### config.mk
export PLATFORM = sky130hd
export DESIGN_NAME = id_ex_operand_stage
export DESIGN_NICKNAME = d
export VERILOG_FILES = /design/src/rtl/id_ex_operand_stage.sv
export SDC_FILE = /design/constraint.sdc
export NUM_CORES = 1
export LEC_CHECK = 0
export ABC_AREA = 1
export CORE_MARGIN = 3
export CORE_UTILIZATION = 30
export CTS_CLUSTER_DIAMETER = 50
export CTS_CLUSTER_SIZE = 12
export DETAILED_ROUTE_END_ITERATION = 8
export GPL_TIMING_DRIVEN = 1
export PLACE_DENSITY = 0.65
export SLEW_MARGIN = 5
export SYNTH_ARGS = -nofsm -noshare
export SYNTH_HDL_FRONTEND = slang
export SYNTH_SLANG_ARGS = --single-unit
### constraint.sdc
create_clock -name clk -period 1.92 [get_ports clk]
set_input_delay 0.384 -clock clk [delete_from_list [all_inputs] [get_ports clk]]
set_output_delay 0.384 -clock clk [all_outputs]
set_load 0.005 [all_outputs]
### src/rtl/id_ex_operand_stage.sv
// ID/EX operand register: captures decoded operands and control, forwards
// from EX/MEM and MEM/WB, and inserts a bubble on a load-use hazard.
module id_ex_operand_stage #(
   parameter int WIDTH = 32,
   parameter int RADDR = 5
) (
   input  logic             clk,
   input  logic             rst_n,
   input  logic             in_valid,
   input  logic [RADDR-1:0] in_rs,
   input  logic [RADDR-1:0] in_rt,
   input  logic [RADDR-1:0] in_rd,
   input  logic [WIDTH-1:0] in_rs_val,
   input  logic [WIDTH-1:0] in_rt_val,
   input  logic [15:0]      in_imm,
   input  logic             in_alusrc,
   input  logic             in_signext,
   input  logic [2:0]       in_aluop,
   input  logic             in_regwrite,
   input  logic             in_memread,
   input  logic             in_memwrite,
   input  logic             stall,
   input  logic             flush,
   input  logic             exmem_regwrite,
   input  logic [RADDR-1:0] exmem_rd,
   input  logic [WIDTH-1:0] exmem_result,
   input  logic             memwb_regwrite,
   input  logic [RADDR-1:0] memwb_rd,
   input  logic [WIDTH-1:0] memwb_result,
   output logic             out_valid,
   output logic [WIDTH-1:0] data1,
   output logic [WIDTH-1:0] data2,
   output logic [2:0]       ALUOp,
   output logic [RADDR-1:0] out_rd,
   output logic             out_regwrite,
   output logic             out_memread,
   output logic             out_memwrite,
   output logic [WIDTH-1:0] out_store_data,
   output logic             hazard_stall
);

   logic             v_q;
   logic [RADDR-1:0] rs_q, rt_q, rd_q;
   logic [WIDTH-1:0] rsval_q, rtval_q;
   logic [15:0]      imm_q;
   logic             alusrc_q, signext_q;
   logic [2:0]       aluop_q;
   logic             regwrite_q, memread_q, memwrite_q;

   logic [WIDTH-1:0] ext;
   logic [WIDTH-1:0] fwd_rs, fwd_rt;
   logic             rs_dep, rt_dep;

   // A held load whose destination feeds the incoming instruction cannot be forwarded in time.
   always_comb begin
      rs_dep       = (rd_q == in_rs);
      rt_dep       = (rd_q == in_rt) & ~in_alusrc;
      hazard_stall = ~flush & in_valid & v_q & memread_q & (rd_q != '0) & (rs_dep | rt_dep);
   end

   always_ff @(posedge clk) begin
      if (!rst_n) begin
         v_q        <= 1'b0;
         rs_q       <= '0;
         rt_q       <= '0;
         rd_q       <= '0;
         rsval_q    <= '0;
         rtval_q    <= '0;
         imm_q      <= '0;
         alusrc_q   <= 1'b0;
         signext_q  <= 1'b0;
         aluop_q    <= '0;
         regwrite_q <= 1'b0;
         memread_q  <= 1'b0;
         memwrite_q <= 1'b0;
      end else if (flush || (!stall && hazard_stall)) begin
         // Flush and bubble both only kill valid and control; datapath fields are don't-care.
         v_q        <= 1'b0;
         regwrite_q <= 1'b0;
         memread_q  <= 1'b0;
         memwrite_q <= 1'b0;
      end else if (!stall) begin
         v_q        <= in_valid;
         rs_q       <= in_rs;
         rt_q       <= in_rt;
         rd_q       <= in_rd;
         rsval_q    <= in_rs_val;
         rtval_q    <= in_rt_val;
         imm_q      <= in_imm;
         alusrc_q   <= in_alusrc;
         signext_q  <= in_signext;
         aluop_q    <= in_aluop;
         regwrite_q <= in_valid & in_regwrite;
         memread_q  <= in_valid & in_memread;
         memwrite_q <= in_valid & in_memwrite;
      end
   end

   always_comb begin
      if (signext_q) ext = {{(WIDTH-16){imm_q[15]}}, imm_q};
      else           ext = {{(WIDTH-16){1'b0}}, imm_q};
   end

   // EX/MEM is the younger producer, so it takes precedence over MEM/WB.
   always_comb begin
      fwd_rs = rsval_q;
      if (rs_q != '0 && exmem_regwrite && exmem_rd == rs_q)
         fwd_rs = exmem_result;
      else if (rs_q != '0 && memwb_regwrite && memwb_rd == rs_q)
         fwd_rs = memwb_result;
   end

   always_comb begin
      fwd_rt = rtval_q;
      if (rt_q != '0 && exmem_regwrite && exmem_rd == rt_q)
         fwd_rt = exmem_result;
      else if (rt_q != '0 && memwb_regwrite && memwb_rd == rt_q)
         fwd_rt = memwb_result;
   end

   assign out_valid      = v_q;
   assign data1          = fwd_rs;
   assign data2          = alusrc_q ? ext : fwd_rt;
   assign out_store_data = fwd_rt;
   assign ALUOp          = aluop_q;
   assign out_rd         = rd_q;
   assign out_regwrite   = regwrite_q;
   assign out_memread    = memread_q;
   assign out_memwrite   = memwrite_q;

endmodule

==> key figures <==
Worst setup path
  • RR Startpoint: out_rd[4]
  • R2R cell count: 9
  • RR Endpoint: rsval_q[20]
  • CP arrival: roughly 2200 ps
  • Worst Path Max Fanout: 5
  • Worst Setup SP: rt_q[4]
  • Crit path capture type: output port
  • R2R setup slack: 180 ps
  • CP Data Required Time: around 1500 ps
  • Crit Path Category: reg -> out
  • CP startpoint kind: register

Power and ir drop
  • Seq pwr share: 0.351
  • Pwr Density: around 490 nW/um2
  • Static Leak: about 7.5 nW
  • Clock share of power: 0.273
  • Sw Pwr: 0.00225 W
  • Internal: about 0.0046 W
  • Logic pwr share: 0.376
  • Peak supply drop: about 350 uV
  • Sw Share: 0.330

CTS
  • Num CTS Buffers: 9
  • Clock-pin slew on the worst setup and hold paths: 80 ps
  • Max Buffers Root-to-Sink: 2
  • Hold-fix buffers, CTS: 0
  • Clock latency on the worst-skew pair: approximately 350 ps
  • H-Tree Depth: 3
  • Clk sinks: 104
  • Root Buffer: clkbuf_16
  • CTS tree: yes

Final layout
  • N_diodes: 0
  • Multi-input logic area: between 5000 and 6000 um2
  • Layout cells sized above 1: 0.286
  • Final Util: 0.512
  • Fill count: ~2,800
  • Syn-to-layout area delta: 65.5%
  • Seq. cell area: 2110 um2
  • Nets: 1,956

Route
  • Via Count: 10,100
  • Routed WL: roughly 38,000 um
  • DRC viols: 0
  • Vias per cell: approximately 4.7
  • Initial drt markers: 547
  • Drt pass-1 iters: 4
  • Drt wl/cell: 17.5 um
  • Post-route ant nets: 0

Logic synthesis
  • Yosys reg bits: around 100
  • Synth cell count leaders: nand2_1, inv_1, nor2_1, dfxtp_1, nand4_1
  • Synth top area share: 0.246
  • Register area share after synthesis: 0.246
  • Post-Syn Area: approximately 8500 um2
  • Mapped Cells: ~1,400
  • Post-synth cell types: 32
  • Most frequent cell after synthesis: nand2_1
  • Warnings from Yosys: 0
  • Prevailing post-synth register cell: dfxtp_1
  • Synth top area cells: dfxtp_1, nand2_1, inv_1
  • Post-synthesis async set-or-reset flop share: 0
  • Net Count, Synth: 1,596
  • Post-synth EDFFs: 0
  • Post-synth top area cell: dfxtp_1
  • Avg Synthesized Cell Area: ~6.0 um2

Timing
  • Fin. max-slew vios: 0
  • Clock Skews: around 12 ps
  • Slack of the critical path: -635 ps
  • WHS: just under 400 ps
  • Max Clk Rate: approximately 0.39 GHz
  • Fin. Hold Viols: 0
  • Max_slew headroom: 0.660
  • Fin Setup TNS: -50,340 ps
  • RSZ-0062 raised after global routing: true
  • Minimum clock period: between 2000 and 3000 ps
  • # setup viols final: 96
  • Final Cycle Share: 1.33
  • Slew @ Worst Pin: approximately 500 ps

Hold path
  • WHS Endpoint: imm_q[3]
  • Worst hold start: rst_n
  • Worst hold-check path type: in -> reg
  • Hold Crit Depth: 3

Global routing
  • Initial antenna violation count: 1
  • Pin count of the biggest net entering global routing: 47
  • Total gr overflow: 0
  • Gr usage total: 0.232
  • First-pass GRT wire length: roughly 55,000 um
  • Vias in the first global route: approximately 10,000

Placement
  • DP HPWL: about 24,000 um
  • Setup WS pre-CTS: -1040 ps
  • Port-buffer cells: between 200 and 300
  • GPL Wtd Cong: about 0.9

Die
  • DIE AREA: 30,200 um2
  • Die Height: ~170 um
  • Width of the die: ~170 um
  • # IOs: about 290
  • Core Box Area: 27,300 um2
  • Starting Density: 0.310
  • Row Count: 60

Job
  • Maxcap violations: 0

Status
  • Failing checks: negative setup slack
  • Status: finished with violations
sequential cells by signal, summed over array words and instances (netlist names):
register      cells
rsval_q          32
out_rd            5
out_memread       1
ALUOp             3
out_valid         1
rt_q              5
signext_q         1
out_regwrite      1
alusrc_q          1
rtval_q          32
rs_q              5
imm_q            16
out_memwrite      1
cell families after synthesis:
kind of cell,synth area share
XOR/XNOR,0.0114
flip-flops,0.246
buffers and inverters,0.221
AO/OA/AOI/OAI,0.00784
AND/OR/NAND/NOR,0.514
worst max path at each step:
| stage | cells past startpoint | slack (ps) | end |
|---|---|---|---|
| after floorplan | 7 | 180 | out_store_data[1] |
| after global placement | 12 | -1050 | out_store_data[3] |
| after detailed placement | 11 | -1040 | data2[19] |
| after CTS | 13 | -640 | data2[3] |
| after global routing | 12 | -700 | out_store_data[3] |
| final | 12 | -640 | out_store_data[3] |
area by class of cell:
type	count	share of cell area
multi-input combinational	905	0.387
timing repair buffer	443	0.325
sequential	104	0.151
inverter	309	0.0841
tap	372	0.0332
clock buffer	12	0.0183
clock inverter	4	0.00206
critical path, cell delays in order, from the launching register on:
cell and delay (ps):
dfxtp_4 370, xnor2_2 130, nand2_1 100, nor2_4 190
buf_6 140, nand2_8 70, buf_12 150, buf_12 140
nand2_4 70, nand3_4 80, buf_6 120, and2_4 130
buf_6 110
through the flow:
step,instance area (um2),std cells,total power [W]
global placement,12100,2068,0.00469
CTS,13500,2143,0.00673
detailed placement,12100,2068,0.00471
global route,14000,2149,0.00718
floorplan,8460,1412,0.00349
finish,14000,2149,0.00681
what timing repair did:
item | in CTS | in global routing
endpoints found under the setup margin | 97 | 97
pin swaps | 107 | 67
setup buffers | 49 | 10
resized for setup | 635 | 112
cloned | 15 | 5
power by group through the flow:
stage          registers, W  logic (W)  clock network [W]
2_1_floorplan       0.00241    0.00108                  0
3_3_place_gp        0.00242    0.00227                  0
3_5_place_dp        0.00243    0.00228                  0
4_1_cts             0.00239    0.00243            0.00191
5_1_grt             0.00241    0.00279            0.00198
6_report            0.00239    0.00256            0.00186
layout by cell type, fill, tap and decap left out, types with 64 or more instances in the layout:
cell type and instances:
buf_2 72, buf_4 64, clkdlybuf4s50_1 172, dfxtp_1 90, inv_1 289, nand2_1 342, nand3_2 69, nand3b_1 64
nand4_1 102, nor2_1 113
metal layers:
metal	wire (um)	global-route usage
met4	772	0.0546
met5	14	0
met3	2540	0.0446
met2	17900	0.402
met1	16300	0.299
Power figures use the tool's default switching activity.
